$ cat src/rtl/phase_sequencer.sv
// rtl/phase_sequencer.sv - T0..T4 phase and strobe sequencer for the 8-bit RISC core
//
// Purpose: steps the core through the phases P0..P4. T3 is stretched for
// memory-class ops until MemReady, with a bounded timeout. HALT and timeout
// park the core until Reset.
// Ports:
//   clk, Reset                 clock (rising edge), async active-high reset
//   Opcode[4:0]                instruction opcode, latched at the end of P1
//   Zflag, Cflag               ALU flags, used by JZ/JC in T4
//   MemReady                   memory/port completion, sampled in T3
//   T0..T4                     one-hot phase indicators
//   InstRead .. PCupdate       per-phase enables
//   Halted, BusError           sticky stop indicators
//   RetiredCnt[CNT_W-1:0]      retired instruction count (wraps)
module phase_sequencer #(
    parameter int WAIT_MAX = 8,
    parameter int CNT_W    = 16
) (
    input  logic             clk,
    input  logic             Reset,
    input  logic [4:0]       Opcode,
    input  logic             Zflag,
    input  logic             Cflag,
    input  logic             MemReady,
    output logic             T0,
    output logic             T1,
    output logic             T2,
    output logic             T3,
    output logic             T4,
    output logic             InstRead,
    output logic             RegFileRead,
    output logic             ALUSave,
    output logic             ZflagSave,
    output logic             CflagSave,
    output logic             SRAMRead,
    output logic             SRAMWrite,
    output logic             StackRead,
    output logic             StackWrite,
    output logic             INportRead,
    output logic             OUTportWrite,
    output logic             RegFileWrite,
    output logic             PCenable,
    output logic             PCupdate,
    output logic             Halted,
    output logic             BusError,
    output logic [CNT_W-1:0] RetiredCnt
);

    localparam logic [7:0] WAIT_LIM = 8'(WAIT_MAX);

    localparam logic [4:0] OP_LOAD  = 5'h10;
    localparam logic [4:0] OP_STORE = 5'h11;
    localparam logic [4:0] OP_PUSH  = 5'h12;
    localparam logic [4:0] OP_POP   = 5'h13;
    localparam logic [4:0] OP_IN    = 5'h14;
    localparam logic [4:0] OP_OUT   = 5'h15;
    localparam logic [4:0] OP_JMP   = 5'h16;
    localparam logic [4:0] OP_JZ    = 5'h17;
    localparam logic [4:0] OP_JC    = 5'h18;
    localparam logic [4:0] OP_HALT  = 5'h1F;

    typedef enum logic [2:0] {
        S_IDLE, S_P0, S_P1, S_P2, S_P3, S_P4, S_HALT
    } state_t;

    state_t     state;
    logic [4:0] op_q;
    logic [7:0] wait_cnt;

    logic is_alu;
    logic is_mem;
    logic jump_taken;

    assign is_alu = (op_q >= 5'h01) && (op_q <= 5'h0F);
    assign is_mem = (op_q >= OP_LOAD) && (op_q <= OP_OUT);
    assign jump_taken = (op_q == OP_JMP) ||
                        ((op_q == OP_JZ) && Zflag) ||
                        ((op_q == OP_JC) && Cflag);

    always_ff @(posedge clk or posedge Reset) begin
        if (Reset) begin
            state      <= S_IDLE;
            op_q       <= 5'h00;
            wait_cnt   <= 8'd0;
            Halted     <= 1'b0;
            BusError   <= 1'b0;
            RetiredCnt <= '0;
        end else begin
            case (state)
                S_IDLE: state <= S_P0;
                S_P0:   state <= S_P1;
                S_P1: begin
                    op_q  <= Opcode;
                    state <= S_P2;
                end
                S_P2: begin
                    wait_cnt <= 8'd0;
                    state    <= S_P3;
                end
                S_P3: begin
                    if (!is_mem || MemReady) begin
                        state <= S_P4;
                    end else if (wait_cnt == WAIT_LIM) begin
                        // Timeout: the instruction is abandoned, not retired.
                        BusError <= 1'b1;
                        Halted   <= 1'b1;
                        state    <= S_HALT;
                    end else begin
                        wait_cnt <= wait_cnt + 8'd1;
                    end
                end
                S_P4: begin
                    RetiredCnt <= RetiredCnt + 1'b1;
                    if (op_q == OP_HALT) begin
                        Halted <= 1'b1;
                        state  <= S_HALT;
                    end else begin
                        state <= S_P0;
                    end
                end
                S_HALT: state <= S_HALT;
                default: state <= S_IDLE;
            endcase
        end
    end

    // Everything below decodes from registered state and latched opcode, so
    // an async reset clears every strobe immediately. Only the T4 jump
    // decision looks at the live flags.
    always_comb begin
        T0           = (state == S_P0);
        T1           = (state == S_P1);
        T2           = (state == S_P2);
        T3           = (state == S_P3);
        T4           = (state == S_P4);
        InstRead     = T0;
        RegFileRead  = T1;
        ALUSave      = T2 && is_alu;
        ZflagSave    = T2 && is_alu;
        CflagSave    = T2 && is_alu;
        SRAMRead     = T3 && (op_q == OP_LOAD);
        SRAMWrite    = T3 && (op_q == OP_STORE);
        StackWrite   = T3 && (op_q == OP_PUSH);
        StackRead    = T3 && (op_q == OP_POP);
        INportRead   = T3 && (op_q == OP_IN);
        OUTportWrite = T3 && (op_q == OP_OUT);
        RegFileWrite = T4 && (is_alu || (op_q == OP_LOAD) ||
                              (op_q == OP_POP) || (op_q == OP_IN));
        PCupdate     = T4 && jump_taken;
        PCenable     = T4 && !jump_taken && (op_q != OP_HALT);
    end

endmodule

$ cat config.mk
export PLATFORM = sky130hd
export DESIGN_NAME = phase_sequencer
export DESIGN_NICKNAME = d
export VERILOG_FILES = /design/src/rtl/phase_sequencer.sv
export SDC_FILE = /design/constraint.sdc
export NUM_CORES = 1
export LEC_CHECK = 0
export BUFFER_PORTS_ARGS = -buffer_cell sky130_fd_sc_hd__buf_2
export CAP_MARGIN = 20
export CORE_ASPECT_RATIO = 0.75
export CORE_MARGIN = 4
export CORE_UTILIZATION = 43
export DETAILED_ROUTE_END_ITERATION = 16
export PLACE_DENSITY = 0.69
export SLEW_MARGIN = 30
export SYNTH_ARGS = -nofsm -noshare
export SYNTH_HDL_FRONTEND = slang
export SYNTH_SLANG_ARGS = --single-unit
$ cat constraint.sdc
create_clock -name clk -period 1.9 [get_ports clk]
set_clock_uncertainty 0.15 [all_clocks]
set_input_delay 0.38 -clock clk [delete_from_list [all_inputs] [get_ports clk]]
set_output_delay 0.38 -clock clk [all_outputs]
set_load 0.05 [all_outputs]
* Word-level counts from Yosys, hierarchy flattened
Cells that the tools add are included.
** Storage, ports and cells
- Bits in registers :: 34
- Input port bits :: 10
- Output and inout bits :: 37
- Logic and storage cells :: 76
** Operators by class
- Add/subtract/negate cells :: 2
- Magnitude comparators :: 4
- Equality and inequality tests :: 23
- Mux-type cells :: 11
- Bitwise operators :: 1
- Reductions and logical operators :: 29
** Operator list (number)
- == test 5 bit (second input constant) :: 10
- case mux 3 bit (7 select lines) :: 1
- adder 16 x 1 -> 16 bit (second input constant) :: 1
- two-way mux 8 bit :: 2
- case mux 8 bit (2 select lines) :: 1
- logical AND 1 bit :: 15
- == test 3 bit (second input constant) :: 3
- two-way mux 3 bit :: 3
- adder 8 x 1 -> 8 bit (second input constant) :: 1
- == test 8 x 4 -> 1 bit (second input constant) :: 1
- == test 3 x 2 -> 1 bit (second input constant) :: 2
- logical OR 1 bit :: 6
- AND reduction 3 bit :: 2
- >= comparator 5 x 1 -> 1 bit (second input constant) :: 1
- >= comparator 5 bit (second input constant) :: 1
- <= comparator 5 x 4 -> 1 bit (second input constant) :: 1
- <= comparator 5 bit (second input constant) :: 1
- inequality test 5 bit (second input constant) :: 1
- inequality test 2 x 1 -> 1 bit (second input constant) :: 2
- inequality test 2 bit (second input constant) :: 2
- AND reduction 4 bit :: 1
- nonzero test 2 bit :: 2
- == test 3 x 1 -> 1 bit (second input constant) :: 1
- logical NOT 3 bit :: 1
- 5 further kinds :: 8

* Depth between registers and ports, before layout
Gate-level depths: netlist of the first run.
- Word-level depth :: 7
- Gate-level depth with buffers :: 7
- Gate-level depth less buffers :: 6

* Worst setup path before layout of the first run
OpenSTA, ideal clock, no wires.
- Path kind :: register to output
- Start point :: register state[1]
- End point :: output SRAMRead
- Arrival time :: 2.523 ns
- Required time :: 1.370 ns
- Slack :: -1.153 ns
- Stages on the path, launching flop included :: 5
- Buffers on the path :: 0
- Path through :: dfrtp_1 or3b_4 inv_1 nand3_1 nor3_1
** Between the ends
- Longest elaborated chain between the ends :: 2
** Ends and longest elaborated chain
- from (decl) :: line 66 : state_t state;
- from (signal assigned) :: line 82 : state <= S_IDLE;
- from (signal assigned) :: line 90 : S_IDLE: state <= S_P0;
- from (signal assigned) :: line 91 : S_P0: state <= S_P1;
- == test 3 bit :: line 134 : T3 = (state == S_P3);
- net T3 :: line 28 : output logic T3,
- logical AND 1 bit :: line 141 : SRAMRead = T3 && (op_q == OP_LOAD);
- to (decl) :: line 35 : output logic SRAMRead,
The timed path passes the listed nets, and every way through them passes these cells.

* Worst setup path in the final report of the first run
- Start point :: register state[1]
- End point :: register wait_cnt[6]
** Between the ends
- Longest elaborated chain between the ends :: 3
- Elaborated cells on any way between the ends :: 7
- Those cells by class :: eq/ne: 4; mux: 1; reduce/logical: 2
** Ends and longest elaborated chain
- == test 3 bit / == test 3 x 2 -> 1 bit (equally long branches) :: line 89 : case (state)
- inequality test 2 bit (no source line) / nonzero test 2 bit (equally long branches)
- AND reduction 3 bit (no source line)
- to (signal assigned) :: line 109 : wait_cnt <= wait_cnt + 8'd1;
- to (decl) :: line 68 : logic [7:0] wait_cnt;
Parallel ways exist; a longest one is shown, timed or not.
A chain may end at the register's enable or synchronous reset.

==> flow_summary_export.csv, run 1 <==
group,metric,value,unit
run_status,status,"finished, violations left",
run_status,violations,"negative setup slack",
critical_path,r2r_end,"wait_cnt[6]",
synthesis,yosys-top-cells-area,"dfrtp_1 (46%), xnor2_1 (5.2%), nand2_1 (4.4%)",
cells_and_area,instances_no_fill,345,
cells_and_area,final.fill_count,282,
pwr,p_comb_frac,0.635,
synthesis,synth_nets,211,
pwr,netSwitchingFraction,0.466,
pwr,powerDensity,1440,nW/um^2
synthesis,netlist_instances,198,
critical_path,path_cells,"or3b_4 > buf_4 > buf_6 > buf_6 > buf_6 > a21o_4 > buf_4 > a211oi_2 > mux2i_1",
cells_and_area,areaGrowthSynthToFinish,64.2,%
synthesis,ys.flop_type,"dfrtp_1",
floorplanning,die-area,5450,sq um
synthesis,async_flop_share,1.00,
critical_path,critical_path.max_fanout,5,
pwr,power,0.00438,W
sta,post-route-period-util,1.21,
critical_path,critPathLaunchType,"flip-flop",
global_routing,grt_overflow,0,
global_routing,grt_start_max_net_pins,35,
synthesis,ys_types,41,
pwr,irDropWorstVdd,0.971,mV
drt,antenna_left,0,
drt,wl_met3,396,um
sta,finalMaxSlewViolations,0,
global_routing,antenna_found_initial,0,
drt,via_per_inst,5.37,
critical_path,required,1.95,ns
critical_path,path_buf_inv,5,
critical_path,crit_type,"flip-flop to flip-flop",
synthesis,ys_ff_latch,34,
floorplanning,rows,20,
synthesis,synth_top_area_frac,0.458,
pwr,intPower,0.00234,W
pwr,p_sw,0.00204,W
floorplanning,die_height,64.9,um
placement,port_buffers,46,
drt,drtPass1Iterations,4,
global_routing,track_usage,0.199,
synthesis,syn_avg_cell_area,9.39,sq um
floorplanning,io_pins,47,
clocking,insertion_delay,0.28,ns
drt,drtIter0Drc,144,
sta,setup_viol,26,
synthesis,synth_area_leader_cell,"dfrtp_1",
synthesis,seq_area_frac_synth,0.458,
cells_and_area,multi_input_area,1170,sq um
clocking,ctsHoldBuffers,0,
clocking,clockBufferDepth,2,
synthesis,syn_area,1860,sq um
drt,top_layer,"met4",
pwr,seqPwrFrac,0.243,
drt,m1WireLength,2450,um
cells_and_area,antenna_cells,0,
sta,layout_setup_ws,-0.393,ns
critical_path,crit_arrival,2.34,ns
floorplanning,core,4100,sq um
critical_path,timing.rr.start,"state[1]",
sta,tightest_slew,0.513,ns
critical_path,r2r_setup_slack,-0.39,ns
clocking,clk_pin_slew,0.07,ns
global_routing,grt_pass1_wl,8680,um
sta,rsz0062_at_grt,"true",
placement,placed_cells,326,
critical_path,reg2reg_depth,9,
drt,num_vias,1851,
critical_path,cpMostUsedCell,"buf_6",
cells_and_area,regArea,855,sq um
clocking,ctsRootBufferMaster,"clkbuf_8",
floorplanning,start_util,0.453,
drt,drc,0,
hold_path,hp-class,"input port to asynchronous set/reset pin",
critical_path,slowest_stage,"or3b_4",
clocking,cts_sinks,34,
synthesis,ys_top_cells_by_count,"dfrtp_1 (34), nand2_1 (22), inv_1 (13)",
sta,fmax,436,MHz
sta,relSlewSlack,0.658,
sta,hold_violations,0,
cells_and_area,fin_nets,303,
job,max-cap-violations,0,
sta,min_period,2.29,ns
placement,dp_hpwl,3550,um
drt,avgRoutedWirePerCell,15.8,um
floorplanning,floorplan.die.width,83.9,um
synthesis,yosysMostFrequentCell,"dfrtp_1",
global_routing,grt_pass1_vias,1767,
clocking,cts_tree,"done",
clocking,h-tree-depth,2,
drt,finalWirelength,5460,um
synthesis,yosysWarnings,0,
placement,place_congestion,0.864,
critical_path,cpPeakStageDelay,0.43,ns
clocking,cts_buffers,5,
pwr,p_clk_frac,0.122,
synthesis,synth_edf_count,0,
cells_and_area,drive_gt1_frac,0.531,
critical_path,critPathCaptureType,"flip-flop",
drt,met2WireLength,2570,um
critical_path,critPathTopFamily,"buffers and inverters",
pwr,leakage,1.42,nW
## per-stage QoR
step           worst slack (ns)  TNS [ns]   util  cell area (sq um)  hold slack [ns]
4_1_cts                  -0.340     -4.71  0.708               2900           0.0478
6_report                 -0.393     -6.39  0.744               3050           0.0484
3_5_place_dp             -0.148     -1.27  0.616               2530            0.309
3_3_place_gp             -0.117    -0.751  0.616               2530            0.306
5_1_grt                  -0.479     -8.34  0.744               3050            0.100
2_1_floorplan            -0.431     -3.49      -               2010            0.347
## state kept, by name, indices dropped and copies added (netlist names)
signal,count
Halted,1
BusError,1
wait_cnt,8
state,3
RetiredCnt,16
op_q,5
## layer usage
layer | up-vias | track usage
met5 | - | 0
met4 | 0 | 0.0361
met3 | 5 | 0.0546
met2 | 65 | 0.297
met1 | 893 | 0.291
li1 | 888 | -
## worst register-to-register path, stage by stage, from the launching register on
cell and delay, ns:
dfrtp_1 0.41, or3b_4 0.43, buf_4 0.15, buf_6 0.10
buf_6 0.10, buf_6 0.12, a21o_4 0.20, buf_4 0.14
a211oi_2 0.21, mux2i_1 0.20
## cells in the final DEF, fill, tap and decap left out, types with 8 or more instances in the layout
cell     count
xnor2_1     11
dfrtp_1     31
buf_2       27
inv_1        8
buf_4       36
nand2_1     21
buf_6       28
## area by class of cell
| class | instances | share of cell area |
|---|---|---|
| multi-input cells | 139 | 0.383 |
| inverters | 13 | 0.0193 |
| clock buffers | 7 | 0.0283 |
| well taps | 55 | 0.0225 |
| flip-flops and latches | 34 | 0.280 |
| repair buffers | 97 | 0.267 |
## how the worst max path moves through the flow
| stage | start | to | depth (start not counted) |
|---|---|---|---|
| 6_report | state[1] | wait_cnt[6] | 9 |
| 5_1_grt | state[0] | wait_cnt[1] | 8 |
| 4_1_cts | state[1] | INportRead | 5 |
| 3_5_place_dp | state[1] | wait_cnt[4] | 5 |
| 3_3_place_gp | state[1] | INportRead | 5 |
| 2_1_floorplan | state[1] | OUTportWrite | 4 |
## repair_timing
item / in CTS / in global routing
resized for setup: 64 / 32
gates cloned: 1 / 0
setup buffers: 7 / 5
pin swaps: 14 / 14
endpoints found under the setup margin: 28 / 38
endpoints found under the hold margin: 0 / 0
## power by group through the flow
| stage | combinational, W | sequential, W | clock, W |
|---|---|---|---|
| after global placement | 0.00216 | 0.00103 | 0 |
| after global routing | 0.00296 | 0.00109 | 0.000583 |
| after detailed placement | 0.00218 | 0.00104 | 0 |
| after CTS | 0.00259 | 0.00104 | 0.000549 |
| final | 0.00279 | 0.00106 | 0.000535 |
| after floorplan | 0.00137 | 0.00115 | 0 |
## cell families (layout without fill, tap and decap cells)
logic type | after synthesis | after routing | share of synthesized area
muxes | 5 | 5 | 0.0283
buffers and inverters | 26 | 117 | 0.0680
adders and majority gates | 3 | 3 | 0.0202
xor gates and xnor gates | 15 | 15 | 0.0707
AOI/OAI and AO/OA | 36 | 37 | 0.125
DFF | 34 | 34 | 0.458
and+or+nand+nor | 79 | 79 | 0.231
(Power assumes the default switching activity.)
==> run 2, diff against run 1 <==
--- a/config.mk
+++ b/config.mk
@@ -5,13 +5,14 @@
 export SDC_FILE = /design/constraint.sdc
 export NUM_CORES = 1
 export LEC_CHECK = 0
+export ABC_AREA = 1
 export BUFFER_PORTS_ARGS = -buffer_cell sky130_fd_sc_hd__buf_2
 export CAP_MARGIN = 20
 export CORE_ASPECT_RATIO = 0.75
 export CORE_MARGIN = 4
 export CORE_UTILIZATION = 43
 export DETAILED_ROUTE_END_ITERATION = 16
-export PLACE_DENSITY = 0.69
+export PLACE_DENSITY = 0.68
 export SLEW_MARGIN = 30
 export SYNTH_ARGS = -nofsm -noshare
 export SYNTH_HDL_FRONTEND = slang
==> flow_summary_export.csv, run 2 <==
group,metric,value,unit
sta,finalMaxSlewViolations,0,
hold_path,hp-class,"input port to asynchronous set/reset pin",
placement,pre_cts_ws,0.0593,ns
synthesis,synth_top_area_frac,0.398,
critical_path,critPathCaptureType,"output port",
synthesis,yosys-top-cells-area,"dfrtp_1 (40%), nand2_1 (16%), nor2_1 (7.2%)",
synthesis,muxShareOfSynthArea,0,
synthesis,synth_nets,311,
synthesis,synth_area_leader_cell,"dfrtp_1",
clocking,ctsHoldBuffers,0,
pwr,leakage,1.46,nW
clocking,cts_sinks,34,
pwr,p_clk_frac,0.156,
pwr,p_sw,0.00174,W
sta,tightest_slew,0.444,ns
synthesis,yosysMostFrequentCell,"nand2_1",
synthesis,synth_edf_count,0,
clocking,clk_pin_slew,0.07,ns
floorplanning,rows,21,
synthesis,syn_avg_cell_area,7.18,sq um
run_status,status,"finished, violations left",
critical_path,critPathLaunchType,"flip-flop",
critical_path,r2r_end,"wait_cnt[6]",
floorplanning,die_height,69.1,um
floorplanning,io_pins,47,
sta,fmax,485,MHz
critical_path,crit_arrival,1.53,ns
critical_path,critical_path.max_fanout,3,
pwr,powerDensity,1230,nW/um^2
pwr,intPower,0.00180,W
sta,hold_ws,0.0284,ns
critical_path,startpoint,"op_q[0]",
cells_and_area,antenna_cells,0,
cells_and_area,top_regs,"RetiredCnt (16), wait_cnt (8), op_q (5)",
cells_and_area,largest_reg_flops,16,
placement,placed_cells,403,
global_routing,grt_overflow,0,
drt,drtIter0Drc,128,
floorplanning,start_util,0.463,
synthesis,yosys.area_share.adder,0.0175,
pwr,irDropWorstVdd,0.977,mV
synthesis,ys_types,28,
clocking,insertion_delay,0.28,ns
global_routing,grt_pass1_wl,8630,um
drt,finalWirelength,5450,um
sta,post-route-period-util,1.09,
synthesis,synth_top_family_by_area,"simple AND/OR/NAND/NOR gates",
cells_and_area,areaGrowthSynthToFinish,34.6,%
global_routing,antenna_found_initial,0,
pwr,power,0.00354,W
pwr,seqPwrFrac,0.276,
clocking,cts_tree,"done",
drt,drtPass1Iterations,4,
cells_and_area,final_common_cell,"nand2_1",
sta,rsz0062_at_grt,"true",
synthesis,ys_ff_latch,34,
clocking,ctsRootBufferMaster,"clkbuf_8",
global_routing,grt_start_max_net_pins,35,
pwr,netSwitchingFraction,0.492,
cells_and_area,drive_gt1_frac,0.324,
drt,num_vias,2081,
global_routing,grt_pass1_vias,1769,
sta,layout_setup_ws,-0.162,ns
critical_path,timing.rr.start,"state[2]",
synthesis,ys_top_cells_by_count,"nand2_1 (92), nor2_1 (41), inv_1 (38)",
cells_and_area,instances_no_fill,421,
synthesis,seq_area_frac_synth,0.398,
drt,drc,0,
placement,dp_hpwl,3960,um
cells_and_area,top_register,"RetiredCnt",
pwr,p_comb_frac,0.568,
floorplanning,die-area,6180,sq um
sta,relSlewSlack,0.704,
cells_and_area,mostFrequentLayoutCells,"nand2_1 (87), dfrtp_1 (34), inv_1 (33), nor2_1 (31), buf_2 (27)",
run_status,violations,"negative setup slack",
clocking,h-tree-depth,2,
critical_path,required,1.37,ns
floorplanning,floorplan.die.width,89.5,um
clocking,cts_buffers,5,
drt,avgRoutedWirePerCell,12.9,um
critical_path,r2r_setup_slack,0.20,ns
synthesis,netlist_instances,298,
placement,place_congestion,0.858,
floorplanning,core,4620,sq um
drt,via_per_inst,4.94,
synthesis,syn_area,2140,sq um
synthesis,synthXorXnorAreaFrac,0.0368,
job,max-cap-violations,0,
placement,port_buffers,46,
synthesis,synth-compound-area-share,0.0719,
sta,setup_viol,10,
synthesis,ys.flop_type,"dfrtp_1",
clocking,clockBufferDepth,2,
synthesis,synthSimpleGateAreaFrac,0.370,
cells_and_area,fin_nets,376,
synthesis,yosysWarnings,0,
sta,hold_violations,0,
critical_path,crit_type,"flip-flop to output port",
critical_path,reg2reg_depth,10,
synthesis,async_flop_share,1.00,
sta,min_period,2.06,ns
global_routing,track_usage,0.181,
drt,antenna_left,0,
critical_path,crit_end,"RegFileWrite",
-- run 2: changes by cell type after synthesis, moves of 5 or more --
| cell | previous run | this run |
|---|---|---|
| nor3_1 | 8 | 3 |
| clkbuf_1 | 5 | 0 |
| nand2_1 | 22 | 92 |
| o21ai_0 | 8 | 14 |
| a21oi_1 | 10 | 2 |
| xnor2_1 | 11 | 5 |
| nand3_1 | 9 | 24 |
| and3_1 | 5 | 0 |
| inv_1 | 13 | 38 |
| nand2_2 | 0 | 5 |
| o21ai_2 | 0 | 5 |
| nor2_1 | 8 | 41 |
-- run 2: power groups by stage --
stage	combinational (W)	sequential, W	clock (W)
after floorplan	0.00112	0.00111	0
after global placement	0.00155	0.000980	0
after detailed placement	0.00156	0.000986	0
after CTS	0.00186	0.000971	0.000575
after global routing	0.00215	0.000995	0.000597
final	0.00201	0.000975	0.000553
-- run 2: kinds of logic after synthesis --
logic type | count (synthesis)
xor gates and xnor gates | 9
AOI/OAI and AO/OA | 25
DFF | 34
and+or+nand+nor | 179
adders and majority gates | 3
buffers and inverters | 48
-- run 2: critical path: stages (launching register included) --
cell and delay (ns):
dfrtp_1 0.41, nor2_2 0.16, nand2_2 0.09, o21ai_2 0.14, o211ai_1 0.10, nand2_1 0.11, clkinvlp_4 0.10, buf_8 0.15
-- run 2: final cells by class --
| class | instances | area, sq um |
|---|---|---|
| fill | 422 | 1740 |
| tap | 57 | 71.3 |
| clock buffer | 7 | 86.3 |
| timing repair buffer | 65 | 507 |
| inverter | 41 | 165 |
| clock inverter | 1 | 5.00 |
| multi-input combinational | 216 | 1190 |
| sequential | 34 | 851 |
-- run 2: per-stage QoR --
step / util / TNS [ns] / instance area [sq um]
floorplan: - / -1.19 / 2180
global placement: 0.536 / 0 / 2480
detailed placement: 0.536 / 0 / 2480
CTS: 0.603 / -0.567 / 2790
global route: 0.623 / -1.66 / 2880
finish: 0.623 / -0.670 / 2880
-- run 2: timing repair --
| action | in CTS | in global routing |
|---|---|---|
| pin swaps | 6 | 2 |
| hold endpoints to repair | 0 | 0 |
| gates resized for setup | 50 | 24 |
| setup endpoints to repair | 15 | 19 |
| setup buffers | 8 | 3 |
-- run 2: worst min path at each step --
| stage | endpoint | slack, ns | cells after the start |
|---|---|---|---|
| final | BusError | 0.03 | 3 |
| after detailed placement | Halted | 0.30 | 2 |
| after CTS | Halted | 0.03 | 3 |
| after floorplan | wait_cnt[7] | 0.35 | 2 |
| after global placement | BusError | 0.29 | 1 |
| after global routing | RetiredCnt[4] | 0.05 | 3 |
-- run 2: metal layers --
metal / GRT usage / up-vias / part of all wire / wire length, um
met2: 0.244 / 59 / 0.42 / 2290
met3: 0.0512 / 6 / 0.066 / 360
met4: 0.0628 / 0 / 0.013 / 72
met5: 0 / - / 0 / 0
li1: - / 1061 / - / -
met1: 0.273 / 955 / 0.50 / 2720
==> run 3, diff against run 2 <==
==> constraint.sdc (replaced) <==
create_clock -name clk -period 1.9 [get_ports clk]
set_clock_uncertainty 0.15 [all_clocks]
set_input_delay 0.38 -clock clk [delete_from_list [all_inputs] [get_ports clk]]
set_output_delay 0.38 -clock clk [all_outputs]
set_load 0.005 [all_outputs]
==> flow_summary_export.csv, run 3 (same netlist as run 2, synthesis figures left out) <==
group,metric,value,unit
run_status,status,"finished, violations left",
run_status,violations,"negative setup slack",
critical_path,crit_end,"StackWrite",
global_routing,track_usage,0.173,
sta,layout_setup_ws,-0.0415,ns
clocking,cts_buffers,5,
critical_path,cp.depth,6,
critical_path,reg2reg_depth,8,
sta,fmax,515,MHz
hold_path,hp-class,"input port to asynchronous set/reset pin",
drt,drtIter0Drc,138,
sta,setup_viol,10,
critical_path,r2r_end,"wait_cnt[7]",
clocking,h-tree-depth,2,
sta,post-route-period-util,1.02,
critical_path,path_cells,"nor2_4 > nand2_4 > inv_8 > nand2_1 > nor3_2 > buf_2",
floorplanning,rows,21,
critical_path,timing.rr.start,"state[1]",
critical_path,r2r_setup_slack,0.13,ns
drt,num_vias,2021,
critical_path,startpoint,"state[1]",
floorplanning,core,4620,sq um
sta,relSlewSlack,0.701,
pwr,intPower,0.00188,W
cells_and_area,final.fill_count,437,
global_routing,grt_overflow,0,
drt,drc,0,
floorplanning,io_pins,47,
critical_path,critPathLaunchType,"flip-flop",
job,max-cap-violations,0,
critical_path,path_buf_inv,2,
sta,finalMaxSlewViolations,0,
clocking,clockBufferDepth,2,
critical_path,crit_type,"flip-flop to output port",
floorplanning,die_height,69.1,um
global_routing,antenna_found_initial,0,
pwr,irDropWorstVdd,0.831,mV
cells_and_area,top_regs,"RetiredCnt (16), wait_cnt (8), op_q (5)",
critical_path,critical_path.max_fanout,5,
drt,drtPass1Iterations,4,
drt,finalWirelength,5240,um
cells_and_area,antenna_cells,0,
cells_and_area,drive_gt1_frac,0.297,
cells_and_area,mostFrequentLayoutCells,"nand2_1 (90), buf_2 (46), inv_1 (36), nor2_1 (36), dfrtp_1 (34)",
drt,antenna_left,0,
sta,rsz0062_at_grt,"true",
placement,place_congestion,0.844,
clocking,insertion_delay,0.29,ns
sta,hold_violations,0,
cells_and_area,fin_nets,376,
cells_and_area,top_register,"RetiredCnt",
cells_and_area,areaGrowthSynthToFinish,26.8,%
pwr,p_clk_frac,0.265,
placement,pre_cts_ws,0.0920,ns
placement,port_buffers,46,
floorplanning,die-area,6180,sq um
pwr,powerDensity,1140,nW/um^2
drt,via_per_inst,4.80,
pwr,p_sw,0.00121,W
cells_and_area,final_common_cell,"nand2_1",
cells_and_area,largest_reg_flops,16,
clocking,ctsRootBufferMaster,"clkbuf_8",
sta,hold_ws,0.0197,ns
global_routing,grt_start_max_net_pins,35,
critical_path,required,1.37,ns
clocking,cts_tree,"done",
critical_path,critPathTopFamily,"simple AND/OR/NAND/NOR gates",
drt,avgRoutedWirePerCell,12.4,um
critical_path,cpPeakStageDelay,0.43,ns
sta,min_period,1.94,ns
pwr,leakage,1.43,nW
pwr,p_comb_frac,0.411,
critical_path,crit_arrival,1.41,ns
floorplanning,start_util,0.463,
global_routing,grt_pass1_wl,8450,um
global_routing,grt_pass1_vias,1821,
pwr,netSwitchingFraction,0.390,
clocking,cts_sinks,34,
clocking,ctsHoldBuffers,0,
critical_path,critPathCaptureType,"output port",
placement,dp_hpwl,3760,um
floorplanning,floorplan.die.width,89.5,um
sta,tightest_slew,0.449,ns
pwr,seqPwrFrac,0.325,
critical_path,slowest_stage,"dfrtp_1",
clocking,clk_pin_slew,0.08,ns
[run 3: metrics by stage]
step	total power (W)	TNS, ns	util	instance area (sq um)	cells
finish	0.00309	-0.266	0.587	2710	421
global route	0.00331	-1.15	0.587	2710	421
CTS	0.00297	-0.224	0.574	2650	418
detailed placement	0.00197	0	0.520	2400	398
global placement	0.00196	0	0.520	2400	398
floorplan	0.00174	0	-	2140	298
[run 3: power groups by stage]
stage / logic [W] / clock network [W] / registers, W
detailed placement: 0.000962 / 0 / 0.00101
floorplan: 0.000758 / 0 / 0.000984
global placement: 0.000958 / 0 / 0.00100
global route: 0.00141 / 0.000872 / 0.00102
CTS: 0.00115 / 0.000834 / 0.000985
finish: 0.00127 / 0.000817 / 0.00100
[run 3: what timing repair did]
action / 4_1_cts / 5_1_grt
buffers inserted: 12 / 3
resized for setup: 6 / 13
pin swaps: 1 / 4
setup endpoints to repair: 10 / 15
[run 3: worst min path at each step]
stage / startpoint / endpoint / slack [ns] / cells after the start
after global placement: BusError / BusError / 0.30 / 1
final: Reset / Halted / 0.02 / 3
after CTS: Reset / wait_cnt[2] / 0.04 / 3
after detailed placement: Halted / Halted / 0.31 / 2
after floorplan: BusError / BusError / 0.30 / 1
after global routing: Reset / Halted / 0.08 / 3
[run 3: tightest hold or removal path: cells and delay by family]
kind,cells,cell delay [ns]
buffers and inverters,3,0.51
[run 3: cell type report]
type / count / area [sq um] / area share
multi-input cells: 216 / 1120 / 0.411
flip-flops and latches: 34 / 851 / 0.314
repair buffers: 65 / 373 / 0.137
inverters: 41 / 164 / 0.0604
well taps: 57 / 71.3 / 0.0263
clock buffers: 5 / 68.8 / 0.0254
clock inverters: 3 / 68.8 / 0.0254
[run 3: layer usage]
| layer | GRT usage | share of wire |
|---|---|---|
| met5 | 0 | 0 |
| met4 | 0.0579 | 0.019 |
| met3 | 0.0357 | 0.054 |
| met2 | 0.244 | 0.43 |
| met1 | 0.260 | 0.50 |
